$ cat config.mk
export PLATFORM = sky130hd
export DESIGN_NAME = bus_arbiter4
export DESIGN_NICKNAME = d
export VERILOG_FILES = /design/src/rtl/bus_arbiter4.sv
export SDC_FILE = /design/constraint.sdc
export NUM_CORES = 1
export LEC_CHECK = 0
export CAP_MARGIN = 25
export CORE_ASPECT_RATIO = 0.5
export CORE_MARGIN = 1
export CORE_UTILIZATION = 40
export CTS_BUF_LIST = sky130_fd_sc_hd__clkbuf_16
export DETAILED_ROUTE_END_ITERATION = 8
export PLACE_DENSITY = 0.89
export SLEW_MARGIN = 30
export SYNTH_ARGS = -nofsm -noshare
export SYNTH_HDL_FRONTEND = slang
export SYNTH_SLANG_ARGS = --single-unit
$ cat constraint.sdc
create_clock -name clk -period 2.5 [get_ports clk]
set_input_delay 0.625 -clock clk [delete_from_list [all_inputs] [get_ports clk]]
set_output_delay 0.625 -clock clk [all_outputs]
set_load 0.05 [all_outputs]
$ cat src/rtl/bus_arbiter4.sv
// rtl/bus_arbiter4.sv - four-source round-robin bus arbiter with hold limit and registered 4:1 data mux
module bus_arbiter4 #(
    parameter int WIDTH    = 16,
    parameter int MAX_HOLD = 8
) (
    input  logic             clk,
    input  logic             rst,
    input  logic [3:0]       req,
    input  logic [WIDTH-1:0] d0,
    input  logic [WIDTH-1:0] d1,
    input  logic [WIDTH-1:0] d2,
    input  logic [WIDTH-1:0] d3,
    output logic [3:0]       gnt,
    output logic [1:0]       sel,
    output logic [WIDTH-1:0] q,
    output logic             q_valid,
    output logic             busy
);

    typedef enum logic {
        IDLE  = 1'b0,
        GRANT = 1'b1
    } state_t;

    // Last hold count the owner may reach before a waiting requester takes over.
    localparam logic [7:0] HOLD_LAST = 8'(MAX_HOLD - 1);

    state_t     state;
    state_t     state_n;
    logic [1:0] ptr;
    logic [1:0] ptr_n;
    logic [7:0] hold_cnt;
    logic [7:0] hold_n;
    logic [3:0] gnt_n;
    logic [1:0] sel_n;

    logic [3:0]       others;
    logic             owner_req;
    logic [3:0]       cand;
    logic [1:0]       winner;
    logic [WIDTH-1:0] bus_mux;

    // First set bit of r at or after position p, searching upward modulo 4.
    function automatic logic [1:0] rr_pick(input logic [3:0] r, input logic [1:0] p);
        logic [1:0] idx;
        logic [1:0] pick;
        logic       found;
        pick  = p;
        found = 1'b0;
        for (int k = 0; k < 4; k++) begin
            idx = p + 2'(k);
            if (!found && r[idx]) begin
                pick  = idx;
                found = 1'b1;
            end
        end
        return pick;
    endfunction

    // Candidate set: everyone when idle, everyone except the current owner when granted.
    always_comb begin
        others    = req & ~gnt;
        owner_req = |(req & gnt);
        cand      = (state == IDLE) ? req : others;
        winner    = rr_pick(cand, ptr);
    end

    // Next-state, grant and hold-count decisions.
    always_comb begin
        state_n = state;
        ptr_n   = ptr;
        hold_n  = hold_cnt;
        gnt_n   = gnt;
        sel_n   = sel;
        case (state)
            IDLE: begin
                gnt_n = 4'b0000;
                if (|req) begin
                    state_n = GRANT;
                    gnt_n   = 4'b0001 << winner;
                    sel_n   = winner;
                    ptr_n   = winner + 2'd1;
                    hold_n  = 8'd0;
                end
            end
            GRANT: begin
                if (req == 4'b0000) begin
                    // Nobody wants the bus: release it, keep sel where it was.
                    state_n = IDLE;
                    gnt_n   = 4'b0000;
                    hold_n  = 8'd0;
                end else if (!owner_req || ((others != 4'b0000) && (hold_cnt >= HOLD_LAST))) begin
                    // Owner left or used up its turn: hand straight over, no idle bubble.
                    gnt_n  = 4'b0001 << winner;
                    sel_n  = winner;
                    ptr_n  = winner + 2'd1;
                    hold_n = 8'd0;
                end else if (others != 4'b0000) begin
                    hold_n = hold_cnt + 8'd1;
                end else begin
                    // Sole requester keeps counting but never past the limit.
                    hold_n = (hold_cnt >= HOLD_LAST) ? HOLD_LAST : hold_cnt + 8'd1;
                end
            end
            default: begin
                state_n = IDLE;
                gnt_n   = 4'b0000;
            end
        endcase
    end

    // Arbitration state registers.
    always_ff @(posedge clk) begin
        if (rst) begin
            state    <= IDLE;
            ptr      <= 2'd0;
            hold_cnt <= 8'd0;
            gnt      <= 4'b0000;
            sel      <= 2'd0;
            busy     <= 1'b0;
        end else begin
            state    <= state_n;
            ptr      <= ptr_n;
            hold_cnt <= hold_n;
            gnt      <= gnt_n;
            sel      <= sel_n;
            busy     <= |gnt_n;
        end
    end

    // 4:1 bus mux steered by the registered owner index.
    always_comb begin
        bus_mux = d0;
        case (sel)
            2'd0:    bus_mux = d0;
            2'd1:    bus_mux = d1;
            2'd2:    bus_mux = d2;
            default: bus_mux = d3;
        endcase
    end

    // Capture the owner's data each cycle a grant is in effect.
    always_ff @(posedge clk) begin
        if (rst) begin
            q       <= '0;
            q_valid <= 1'b0;
        end else if (|gnt) begin
            q       <= bus_mux;
            q_valid <= 1'b1;
        end else begin
            q_valid <= 1'b0;
        end
    end

endmodule

== Word-level counts from Yosys, hierarchy flattened ==
Cells that the tools add are included.
Operators by class
  add/subtract/negate cells: 5
  order comparisons: 5
  equal/unequal tests: 5
  shift operators: 1
  muxes and demuxes: 38
  bitwise logic cells: 4
  reductions and logical operators: 17
Operator list (count)
  16-bit one-hot mux with 3 select lines: 1
  8-bit two-way mux: 5
  2-bit two-way mux: 9
  4-bit two-way mux: 4
  8-bit one-hot mux with 2 select lines: 1
  4-bit OR reduction: 4
  2-bit by 3-bit < comparator with 1-bit output, second input constant: 4
  1-bit two-way mux: 10
  8-bit by 1-bit adder with 8-bit output, second input constant: 1
  4-bit AND: 2
  1-bit binary-select mux with 2-bit select: 4
  8-bit by 3-bit >= comparator with 1-bit output, second input constant: 1
  2-bit one-hot mux with 2 select lines: 2
  4-bit one-hot mux with 2 select lines: 1
  2-bit by 1-bit adder with 2-bit output, second input constant: 2
  2-bit adder, second input constant: 2
  1-bit logical AND: 4
  1-bit zero test: 4
  4-bit zero test: 1
  2-bit by 1-bit inequality test with 1-bit output, second input constant: 2
  4-bit NOT: 1
  4-bit nonzero test: 1
  1-bit by 2-bit << shifter with 4-bit output, first input constant: 1
  3-bit AND reduction: 1
  other kinds (7): 7
Word-level totals
  bits in registers: 35
  input port bits: 70
  output and inout port bits: 24
  word-level logic and storage cells: 83

== Logic depth before layout (Yosys ltp) ==
  word-level depth: 20
  depth in mapped cells: 8

== Worst setup path before layout ==
Ideal clock, no wire load.
  kind: reg2reg
  start: register gnt[2]
  end: register busy
  setup time: 0.133 ns
  data arrival time: 2.068 ns
  data required time: 2.367 ns
  setup slack: 0.298 ns
  cell stages (with the launch flop): 8
  path buffers: 1
  clock period less this slack: 2.202 ns
  cell sequence: dfxtp_1 buf_2 a21boi_0 o311ai_0 o211ai_1 ha_1 o41ai_1 a21oi_1
Between the ends
  word-level cells in the longest chain between the ends: 20
  elaborated cells on any way between the ends: 35
  classes of those cells: 1 x shift; 19 x mux; 3 x bitwise; 12 x reduce/logical
Ends and longest elaborated chain
  start, declared: line 13  | output logic [3:0] gnt,
  start signal, assigned: line 125  | gnt <= gnt_n;
  4-bit NOT: line 62  | others = req & ~gnt;
  4-bit AND: line 62
  4-bit two-way mux: line 64  | cand = (state == IDLE) ? req : others;
  1-bit binary-select mux with 2-bit select: line 52  | if (!found && r[idx]) begin
  1-bit two-way mux (implied by the code): line 52
  1-bit two-way mux: line 52
  1-bit zero test: line 52
  1-bit logical AND: line 52
  [4 not listed]
  1-bit zero test: line 52
  1-bit logical AND: line 52
  2-bit two-way mux: line 52
  1-bit by 2-bit << shifter with 4-bit output: line 80, 94
  4-bit two-way mux: line 92  | end else if (!owner_req || ((others != 4'b0000) && (hold_cnt >= HOLD_LAST))) begin
  4-bit two-way mux: line 87  | if (req == 4'b0000) begin
  4-bit one-hot mux with 2 select lines *: line 75  | case (state)
  4-bit OR reduction *: line 127  | busy <= |gnt_n;
  end signal, assigned: line 127
  end, declared: line 17  | output logic busy
Mark *: on every way between the ends. The rest lies on a longest branch, timed or not. The select of a mux whose other input is x is not followed.
A chain may end at the register's enable or synchronous reset.

== Worst setup path in the final report ==
  start: input port req[3]
  end: register busy
Between the ends
  word-level cells in the longest chain between the ends: 19
  elaborated cells on any way between the ends: 36
  classes of those cells: 1 x shift; 19 x mux; 2 x bitwise; 14 x reduce/logical
Ends and longest elaborated chain
  start, declared: line 8  | input logic [3:0] req,
  4-bit AND: line 62
  4-bit two-way mux: line 64
  1-bit binary-select mux with 2-bit select: line 52
  1-bit two-way mux (implied by the code): line 52
  1-bit two-way mux: line 52
  1-bit zero test: line 52
  1-bit logical AND: line 52
  1-bit two-way mux: line 52
  [3 not listed]
  1-bit zero test: line 52
  1-bit logical AND: line 52
  2-bit two-way mux: line 52
  1-bit by 2-bit << shifter with 4-bit output: line 80, 94
  4-bit two-way mux: line 92
  4-bit two-way mux: line 87
  4-bit one-hot mux with 2 select lines *: line 75
  4-bit OR reduction *: line 127
Marked as above.

==> reports/metrics.cfg <==
[status]
status = finished, final reports clean

[final_layout]
final_cells = 373
antenna_cells = 0
area_growth_pct = 64.28
utilization_pct = 70.53
nets = 381
drive_above_1_share_pct = 17.92

[timing]
layout_setup_ws_ps = 43.76
finalHoldViolCount = 0
drv_slew = 0
rsz0062_at_grt = no
fin_worst_skew_ps = 2.164
finalCritPeriodShare_pct = 98.25
setup-violations-final = 0
layout_min_cycle_time_ps = 2456
max_slew_margin_pct = 61.13
worst_pin_slew_ps = 583.1
max_freq_ghz = 0.4071

[min_path]
min_path_type = reg2reg
holdPathEnd = q[9]
hp-start = q[9]
min_path_cells = 2

[floorplan]
start_util_pct = 42.94
ios = 94
core_um2 = 4552
row_count = 17
die-area_um2 = 5186
die_w_um = 100.9
die_h_um = 51.43

[power_and_ir_drop]
power.share.sequential_pct = 25.2
power.density_nw_per_um2 = 1080
clockPowerShare_pct = 20.3
pwr-share-comb_pct = 54.5
ir_drop_mv = 0.6338
p_int_uw = 1949
leakagePower_uw = 0.001183
sw_frac_of_total_pct = 43.81
switchingPower_uw = 1520
power_uw = 3469

[logic_synthesis]
ys_top_cells_by_area = dfxtp_1 36%, mux4_2 18%, nand2_1 8.1%, a21oi_1 6.9%, ha_1 3.2%
synth_area_per_cell_um2 = 9.487
synthArstFlopShare_pct = 0
ys_seq_elements = 35
synth_top_area_share_pct = 35.85
synth_ff_type = dfxtp_1
synth_seq_area_share_pct = 35.85
synthTopCellsByCount = 42 x nand2_1, 35 x dfxtp_1, 27 x a21oi_1, 16 x mux4_2, 9 x nor2_1
syn-num-nets = 281
synthCells = 206
yosysUniqueCellTypes = 43
synthesis.area_um2 = 1954
synth_area_leader_cell = dfxtp_1
yosysMostFrequentCell = nand2_1
synth-edff-count = 0
yosysWarnings = 0

[clocking]
clock_latency_ps = 280
hold_buffers = 0
cts_root_buffer = clkbuf_16
cts_buffers = 5
cts.sinks = 35
htree_levels = 2
clkTransAtPathRegs_ps = 50
clock_path_buffers = 2
tritoncts = built

[drt]
wl_met3_um = 430
top_layer_used = met4
vias_per_cell = 5.606
met1Wirelength_um = 2650
wl_per_cell_um = 18.38
dr.pass1.iters = 4
drtIter0Drc = 123
drcViolationCount = 0
ant_nets = 0
finalWirelength_um = 6854
dr_wl_met2_um = 3529
vias = 2091

[critical_path]
regToRegStartpoint = state
ff2ff_path_depth = 7
path_class = in2reg
cp.required_ps = 2640
end_kind = register
rrSetupSlack_ps = 230
crit_path_start_kind = primary input
arrival_ps = 2600
crit_fanout = 5
timing.rr.end = busy

[global_routing]
antenna_found_initial = 0
track_usage_pct = 26.66
grt-ovfl-total = 0
grt_max_degree = 31
grt_pass1_wl_um = 10100
grt_pass1_vias = 1976

[job]
max_cap_viol_count = 0

[place]
gp_congestion = 0.8599
hpwl_um = 4747
dp_slack_ps = -395.6
placedCellCount = 364
port_buffers = 93

power by group through the flow:
stage / clock network, uW / logic (uW) / registers (uW)
6_report: 703 / 1890 / 873
3_5_place_dp: 0 / 1810 / 863
2_1_floorplan: 0 / 706 / 1340
5_1_grt: 723 / 2000 / 889
3_3_place_gp: 0 / 1750 / 849
4_1_cts: 700 / 1870 / 863
worst max-delay path: stages:
cell	delay (ps)
clkdlybuf4s50_1	440
a21boi_4	180
o311ai_2	310
o211ai_1	180
buf_4	190
ha_1	200
o41ai_2	340
a21oi_1	130
worst max path at each step:
stage                     cells after the start   end  slack, ps    from
after global routing                          8  busy          5  req[3]
after detailed placement                      8  busy       -400  req[2]
after global placement                        8  busy       -110  req[0]
after floorplan                               7  busy        300  gnt[2]
final                                         8  busy         40  req[3]
after CTS                                     8  busy         20  req[3]
cells by family (layout without fill, tap and decap cells):
| group | Yosys count | in the layout | share of synthesized area, % |
|---|---|---|---|
| buf+inv | 19 | 120 | 4.993 |
| fa+ha+maj | 5 | 5 | 3.201 |
| compound gates | 57 | 57 | 20.36 |
| simple gates | 74 | 74 | 17.16 |
| mux | 16 | 16 | 18.44 |
| flops | 35 | 35 | 35.85 |
through the flow:
step / cell area [um^2] / setup TNS (ps) / hold WS, ps
detailed placement: 2998 / -681.3 / 446.1
finish: 3211 / 0 / 451.6
CTS: 3189 / 0 / 451.9
global route: 3211 / 0 / 463.8
floorplan: 1954 / 0 / 430.5
global placement: 2998 / -105.7 / 437.8
state kept, by name, summed over array words and instances (netlist names):
name / cells
sel: 2
q_valid: 1
ptr: 2
state: 1
gnt: 4
q: 16
busy: 1
hold_cnt: 8
cell usage in the layout (no fill, tap or decap), types with 2 or more instances in the layout:
master / netlist / layout
o21a_1: 2 / 2
nor2_1: 9 / 9
o21ai_0: 5 / 5
nand2_1: 42 / 42
dlygate4sd2_1: 0 / 2
mux4_2: 16 / 16
clkbuf_16: 0 / 5
a21bo_2: 3 / 2
nor2b_1: 4 / 4
a22oi_1: 4 / 4
or4_1: 2 / 2
inv_1: 3 / 3
and2_1: 3 / 3
a21oi_1: 27 / 27
dfxtp_1: 35 / 35
a21boi_1: 1 / 2
nand3_1: 8 / 8
ha_1: 5 / 4
buf_4: 2 / 16
o221ai_2: 1 / 2
clkdlybuf4s50_1: 0 / 89
routing by layer:
layer / GRT usage, % / vias to the layer above
met3: 6.703 / 26
met2: 45.32 / 107
met1: 31.83 / 1002
met4: 13.53 / 0
met5: 0 / -
li1: - / 956
repair_timing:
| item | 4_1_cts | 5_1_grt |
|---|---|---|
| setup endpoints to repair | 1 | 1 |
| resized for setup | 9 | 2 |
| pin swaps | 4 | 1 |
| gates cloned | 0 | 0 |
| setup buffers | 0 | 1 |
final cells by class:
class                      count  area, um^2
fill                         323        1341
multi-input combinational    152        1200
timing repair buffer         108        1049
sequential                    35       700.7
clock buffer                   5       125.1
tap                           66       82.58
clock inverter                 3       38.79
inverter                       4       15.01
Note: power is estimated with default switching activity, not from simulation.
